File: src/rtl/keypad_pkg.sv
// Shared scan codes, FSM state type and the scan-code decoder for keypad_entry.
package keypad_pkg;

    // Index i holds the make code for digit i.
    localparam logic [9:0][7:0] SC_MAIN = {8'h46, 8'h3E, 8'h3D, 8'h36, 8'h2E,
                                           8'h25, 8'h26, 8'h1E, 8'h16, 8'h45};
    localparam logic [9:0][7:0] SC_KPAD = {8'h7D, 8'h75, 8'h6C, 8'h74, 8'h73,
                                           8'h6B, 8'h7A, 8'h72, 8'h69, 8'h70};
    localparam logic [7:0] SC_ACCEPT = 8'h1C;
    localparam logic [7:0] SC_BKSP   = 8'h14;
    localparam logic [7:0] SC_ESC    = 8'h76;

    typedef enum logic [1:0] {
        ST_IDLE  = 2'd0,
        ST_ENTRY = 2'd1,
        ST_DONE  = 2'd2
    } state_t;

    typedef struct packed {
        logic       is_digit;
        logic       is_accept;
        logic       is_bksp;
        logic       is_esc;
        logic [3:0] digit;
    } key_t;

    function automatic key_t decode_key(input logic [7:0] code);
        key_t k;
        k = '0;
        for (int i = 0; i < 10; i++) begin
            if (code == SC_MAIN[i] || code == SC_KPAD[i]) begin
                k.is_digit = 1'b1;
                k.digit    = 4'(i);
            end
        end
        k.is_accept = (code == SC_ACCEPT);
        k.is_bksp   = (code == SC_BKSP);
        k.is_esc    = (code == SC_ESC);
        return k;
    endfunction

endpackage

File: src/rtl/keypad_key_sync.sv
// One key channel: 2-flop synchroniser plus edge flop on key_on, 2-flop code
// chain, and a one-deep event latch holding the code captured at the rising edge.
module keypad_key_sync (
    input  logic       sys_clk,
    input  logic       reset,
    input  logic       i_key_on,
    input  logic [7:0] i_key_code,
    input  logic       i_take,
    output logic       o_pending,
    output logic [7:0] o_code
);

    logic [2:0] r_on_sync;
    logic [7:0] r_code_s1;
    logic [7:0] r_code_s2;
    logic       r_pending;
    logic [7:0] r_code;
    logic       w_rise;

    assign w_rise = r_on_sync[1] & ~r_on_sync[2];

    // NOTE: sequential state uses non-blocking assignments so every flop samples
    // the pre-edge value of its neighbour; blocking here would collapse the chain.
    always_ff @(posedge sys_clk or negedge reset) begin
        if (!reset) begin
            r_on_sync <= '0;
            r_code_s1 <= '0;
            r_code_s2 <= '0;
            r_pending <= 1'b0;
            r_code    <= '0;
        end else begin
            r_on_sync <= {r_on_sync[1:0], i_key_on};
            r_code_s1 <= i_key_code;
            r_code_s2 <= r_code_s1;
            // A fresh edge wins over the arbiter draining the latch.
            if (w_rise) begin
                r_pending <= 1'b1;
                r_code    <= r_code_s2;
            end else if (i_take) begin
                r_pending <= 1'b0;
            end
        end
    end

    assign o_pending = r_pending;
    assign o_code    = r_code;

endmodule

File: src/rtl/keypad_entry.sv
// Two-channel keypad front end to fixed-length BCD entry with valid/ack handshake.
// Optional inactivity timeout in ENTRY is built only when KEYPAD_TIMEOUT_EN is defined.
module keypad_entry
    import keypad_pkg::*;
#(
    parameter int DIGITS         = 4,
    parameter int TIMEOUT_CYCLES = 50_000_000
) (
    input  logic                sys_clk,
    input  logic                reset,
    input  logic                key1_on,
    input  logic [7:0]          key1_code,
    input  logic                key2_on,
    input  logic [7:0]          key2_code,
    input  logic                entry_ack,
    output logic [4*DIGITS-1:0] entry_bcd,
    output logic [3:0]          digit_cnt,
    output logic                entry_valid,
    output logic                entry_cancel,
    output logic                key_err
);

    localparam int BCD_W = 4 * DIGITS;

    logic             w_pend1, w_pend2;
    logic [7:0]       w_code1, w_code2;
    logic             w_take1, w_take2;
    logic             w_event;
    key_t             w_key;
    logic             w_timeout;

    state_t           r_state, w_state_nx;
    logic [BCD_W-1:0] r_bcd, w_bcd_nx;
    logic [3:0]       r_cnt, w_cnt_nx;
    logic             r_cancel, w_cancel_nx;
    logic             r_err, w_err_nx;

    keypad_key_sync u_sync1 (
        .sys_clk    (sys_clk),
        .reset      (reset),
        .i_key_on   (key1_on),
        .i_key_code (key1_code),
        .i_take     (w_take1),
        .o_pending  (w_pend1),
        .o_code     (w_code1)
    );

    keypad_key_sync u_sync2 (
        .sys_clk    (sys_clk),
        .reset      (reset),
        .i_key_on   (key2_on),
        .i_key_code (key2_code),
        .i_take     (w_take2),
        .o_pending  (w_pend2),
        .o_code     (w_code2)
    );

    // Key1 has fixed priority; events in DONE are still drained, just discarded.
    assign w_take1 = w_pend1;
    assign w_take2 = w_pend2 & ~w_pend1;
    assign w_event = w_pend1 | w_pend2;
    assign w_key   = decode_key(w_pend1 ? w_code1 : w_code2);

`ifdef KEYPAD_TIMEOUT_EN
    localparam int TO_W = (TIMEOUT_CYCLES > 1) ? $clog2(TIMEOUT_CYCLES) : 1;
    logic [TO_W-1:0] r_idle_cnt;

    always_ff @(posedge sys_clk or negedge reset) begin
        if (!reset) begin
            r_idle_cnt <= '0;
        end else if (r_state != ST_ENTRY || w_event || w_timeout) begin
            r_idle_cnt <= '0;
        end else begin
            r_idle_cnt <= r_idle_cnt + 1'b1;
        end
    end

    assign w_timeout = (r_state == ST_ENTRY) && !w_event &&
                       (r_idle_cnt == TO_W'(TIMEOUT_CYCLES - 1));
`else
    assign w_timeout = 1'b0;
`endif

    // NOTE: every variable gets a default before the case, so no path leaves one
    // unassigned and no latch is inferred.
    always_comb begin
        w_state_nx  = r_state;
        w_bcd_nx    = r_bcd;
        w_cnt_nx    = r_cnt;
        w_cancel_nx = 1'b0;
        w_err_nx    = 1'b0;
        case (r_state)
            ST_IDLE, ST_ENTRY: begin
                if (w_event) begin
                    if (w_key.is_digit) begin
                        if (r_cnt < 4'(DIGITS)) begin
                            w_bcd_nx   = (r_bcd << 4) | BCD_W'(w_key.digit);
                            w_cnt_nx   = r_cnt + 4'd1;
                            w_state_nx = ST_ENTRY;
                        end else begin
                            w_err_nx = 1'b1;
                        end
                    end else if (w_key.is_bksp) begin
                        if (r_state == ST_ENTRY) begin
                            w_bcd_nx = r_bcd >> 4;
                            w_cnt_nx = r_cnt - 4'd1;
                            if (r_cnt == 4'd1) w_state_nx = ST_IDLE;
                        end else begin
                            w_err_nx = 1'b1;
                        end
                    end else if (w_key.is_accept) begin
                        if (r_state == ST_ENTRY && r_cnt == 4'(DIGITS)) begin
                            w_state_nx = ST_DONE;
                        end else begin
                            w_err_nx = 1'b1;
                        end
                    end else if (w_key.is_esc) begin
                        w_bcd_nx    = '0;
                        w_cnt_nx    = '0;
                        w_cancel_nx = 1'b1;
                        w_state_nx  = ST_IDLE;
                    end
                end else if (w_timeout) begin
                    w_bcd_nx    = '0;
                    w_cnt_nx    = '0;
                    w_cancel_nx = 1'b1;
                    w_state_nx  = ST_IDLE;
                end
            end
            ST_DONE: begin
                if (entry_ack) begin
                    w_bcd_nx   = '0;
                    w_cnt_nx   = '0;
                    w_state_nx = ST_IDLE;
                end
            end
            default: w_state_nx = ST_IDLE;
        endcase
    end

    always_ff @(posedge sys_clk or negedge reset) begin
        if (!reset) begin
            r_state  <= ST_IDLE;
            r_bcd    <= '0;
            r_cnt    <= '0;
            r_cancel <= 1'b0;
            r_err    <= 1'b0;
        end else begin
            r_state  <= w_state_nx;
            r_bcd    <= w_bcd_nx;
            r_cnt    <= w_cnt_nx;
            r_cancel <= w_cancel_nx;
            r_err    <= w_err_nx;
        end
    end

    assign entry_bcd    = r_bcd;
    assign digit_cnt    = r_cnt;
    assign entry_valid  = (r_state == ST_DONE);
    assign entry_cancel = r_cancel;
    assign key_err      = r_err;

endmodule

File: config.mk
export PLATFORM = sky130hd
export DESIGN_NAME = keypad_entry
export DESIGN_NICKNAME = d
export VERILOG_FILES = /design/src/rtl/keypad_pkg.sv /design/src/rtl/keypad_key_sync.sv /design/src/rtl/keypad_entry.sv
export SDC_FILE = /design/constraint.sdc
export NUM_CORES = 1
export LEC_CHECK = 0
export CAP_MARGIN = 40
export CORE_MARGIN = 2
export CORE_UTILIZATION = 45
export DETAILED_ROUTE_END_ITERATION = 8
export PLACE_DENSITY = 0.67
export SETUP_SLACK_MARGIN = 0.5
export SLEW_MARGIN = 15
export SYNTH_ARGS = -nofsm -noshare
export SYNTH_HDL_FRONTEND = slang
export SYNTH_SLANG_ARGS = --single-unit
export TNS_END_PERCENT = 30
File: constraint.sdc
create_clock -name sys_clk -period 7.8 [get_ports sys_clk]
set_input_delay 1.95 -clock sys_clk [delete_from_list [all_inputs] [get_ports sys_clk]]
set_output_delay 1.95 -clock sys_clk [all_outputs]
set_load 0.1 [all_outputs]
==> impl_metrics.json <==
{
  "cts-root-buf": "clkbuf_8",
  "setup-tns-final_ns": 0,
  "hold_start": "u_sync1.r_code_s1[7]",
  "numCtsBuffers": 9,
  "async_flop_share_pct": 100,
  "wl_per_cell_microns": 15.5,
  "vias": 2541,
  "rr_worst_depth": 9,
  "ys_types": 57,
  "layout.cells.non_filler": 458,
  "ys.flop_type": "dfrtp_1",
  "drtIter0Drc": 311,
  "outcome": "finished clean",
  "ys_top_cells_by_area": "dfrtp_1, mux2_2, a22oi_1",
  "crit_path_end_kind": "flop",
  "worst_pin_slew_ns": 0.773,
  "reg2reg_from": "u_sync1.o_pending",
  "place_hpwl_mm": 4.79,
  "critical_path.max_fanout": 32,
  "hold_violations": 0,
  "grt_max_degree": 56,
  "via_per_inst": 5.55,
  "grtUsageTotal_pct": 18.7,
  "rsz0062_at_grt": "false",
  "dieArea_sq_mm": 0.00836,
  "peakVddDrop_mv": 0.167,
  "grt_pass1_vias": 2548,
  "grt_pass1_wl_mm": 12.4,
  "fin_area_sq_mm": 0.00454,
  "portBuffers": 43,
  "synthCells": 287,
  "synth_area_leader_cell": "dfrtp_1",
  "ctsHoldBuffers": 0,
  "fillers": 565,
  "skew_ns": 0.0135,
  "yosysTopAreaCellShare_pct": 58.2,
  "r2r_slack_ns": 3.77,
  "clk_latency_ns": 0.36,
  "syn2layout_area_growth_pct": 32.0,
  "ff_latch_area_sq_mm": 0.00200,
  "cts.sinks": 80,
  "core_sq_mm": 0.00733,
  "finalWeightedCongestion": 0.900,
  "max_clock_freq_mhz": 248,
  "hold-path-endpoint": "u_sync1.r_code_s2[7]",
  "synth_edf_count": 0,
  "min_path_cells": 0,
  "cts_setup_buffers": 0,
  "finalCritPeriodShare_pct": 51.7,
  "num_antenna_cells": 0,
  "yosys_register_bits": 80,
  "drv_cap": 0,
  "drtPass1Iterations": 6,
  "grt_overflow": 0,
  "relSlewSlack_pct": 48.5,
  "drc": 0,
  "dpl.cell_count": 440,
  "synth_fp_nets": 312,
  "worstPathRequired_ns": 8.02,
  "ys_seq_area_share_pct": 58.2,
  "yosysMostFrequentCell": "dfrtp_1",
  "ctsLongestPathBuffers": 2,
  "dieHeight_microns": 91.5,
  "final_antenna_net_count": 0,
  "worst_hold_path_type": "reg2reg",
  "netlist_top_cells_count": "dfrtp_1, nand2_1, a22oi_1",
  "p_total_mw": 0.905,
  "syn-cell-area_sq_mm": 0.00344,
  "path_clk_slew_ns": 0.09,
  "post_route_cells_drive_above_1_share_pct": 20.9,
  "cts_resized": 0,
  "start_util_pct": 47.0,
  "wl_mm": 7.08,
  "synth_area_per_cell_sq_um": 12.0,
  "antenna_found_initial": 0,
  "cp.arrival_ns": 4.25,
  "rows": 31,
  "p_leak_nw": 1.90,
  "worstSetupStartpointType": "flop",
  "r2r_end": "digit_cnt[2]",
  "yosysWarnings": 0,
  "io_pins": 44,
  "setup.worst_path.class": "reg2reg",
  "fin_crit_ns": 4.03,
  "cts_tree": "done",
  "drv_slew": 0,
  "h-tree-depth": 3,
  "layout.nets": 379,
  "multi_input_area_sq_mm": 0.00132,
  "die_w_microns": 91.5,
  "final-setup-viol-count": 0,
  "powerDensity_mw_per_mm2": 199,
  "postPlaceCellArea_sq_mm": 0.00430
}
## per-stage QoR
step	hold WS [ns]	util, %	setup slack [ns]
final	0.349	62.0	3.77
after global routing	0.343	62.0	3.27
after CTS	0.344	61.7	3.66
after detailed placement	0.335	58.6	3.67
after global placement	0.332	53.5	3.81
after floorplan	0.331	-	4.60
## cell usage in the layout (no fill, tap or decap), drive strengths merged, types with 3 or more instances in the layout
| cell type | count |
|---|---|
| nand3b | 6 |
| nand2 | 34 |
| nand3 | 9 |
| nand4 | 3 |
| mux2 | 15 |
| dfrtp | 80 |
| inv | 13 |
| nor2 | 5 |
| a21oi | 6 |
| or3b | 6 |
| buf | 28 |
| ha | 4 |
| o21ai | 16 |
| o32ai | 5 |
| clkdlybuf4s50 | 42 |
| a32o | 5 |
| a21o | 5 |
| a22oi | 17 |
| nand2b | 4 |
| clkbuf | 9 |
| nor2b | 6 |
## where the power goes
part | total [mW] | internal [mW] | switching (mW)
sequential | 0.459 | 0.439 | 0.0208
combinational | 0.104 | 0.0457 | 0.0586
clock | 0.341 | 0.184 | 0.157
## registers in the layout, summed over array words and instances (netlist names)
| register | flops |
|---|---|
| digit_cnt | 4 |
| entry_bcd | 16 |
| key_err | 1 |
| u_sync2.o_pending | 1 |
| u_sync2.o_code | 8 |
| u_sync1.r_code_s1 | 8 |
| u_sync1.r_code_s2 | 8 |
| u_sync1.r_on_sync | 3 |
| u_sync2.r_code_s1 | 8 |
| r_state | 2 |
| entry_cancel | 1 |
| u_sync2.r_on_sync | 3 |
| u_sync2.r_code_s2 | 8 |
| u_sync1.o_code | 8 |
| u_sync1.o_pending | 1 |
## worst max-delay path, stage by stage, from the launching register on
cell and delay [ns]:
dfrtp_1 0.85, nor2_1 0.11, a32o_1 0.32, a32oi_1 0.29, o2111a_1 0.27, nand4_2 0.52
o41ai_4 0.48, buf_4 0.32, nand2b_1 0.58, o31ai_1 0.15
## layout make-up
| class | instances | area share [%] |
|---|---|---|
| clock buffer | 9 | 2.73 |
| clock inverter | 7 | 2.23 |
| inverter | 11 | 0.909 |
| multi-input combinational | 182 | 29.1 |
| sequential | 80 | 44.1 |
| tap | 99 | 2.73 |
| timing repair buffer | 70 | 18.3 |
## how the worst max path moves through the flow
stage               slack (ns)           end              start
finish                    3.77  digit_cnt[2]  u_sync1.o_pending
detailed placement        3.67  digit_cnt[2]  u_sync1.o_pending
CTS                       3.66  digit_cnt[2]  u_sync1.o_pending
global placement          3.81  digit_cnt[0]          entry_ack
floorplan                 4.60   entry_valid         r_state[1]
global route              3.27  digit_cnt[2]  u_sync1.o_pending
## kinds of logic (layout without fill, tap and decap cells)
group	count (synthesis)	after routing	share of synthesized area, %
AO/OA/AOI/OAI	80	80	18.9
adder cells (fa/ha/maj)	4	4	1.45
buffers and inverters	25	97	3.45
flip-flops	80	80	58.2
multiplexers	16	16	5.20
AND/OR/NAND/NOR	82	82	12.8
## layer usage
metal,up-vias,part of all wire [%],global-route usage (%)
li1,1197,-,-
met1,1238,44,25.4
met2,96,49,29.0
met3,10,5.5,4.65
met4,0,1.2,6.69
met5,-,0,0
Power figures use the tool's default switching activity.
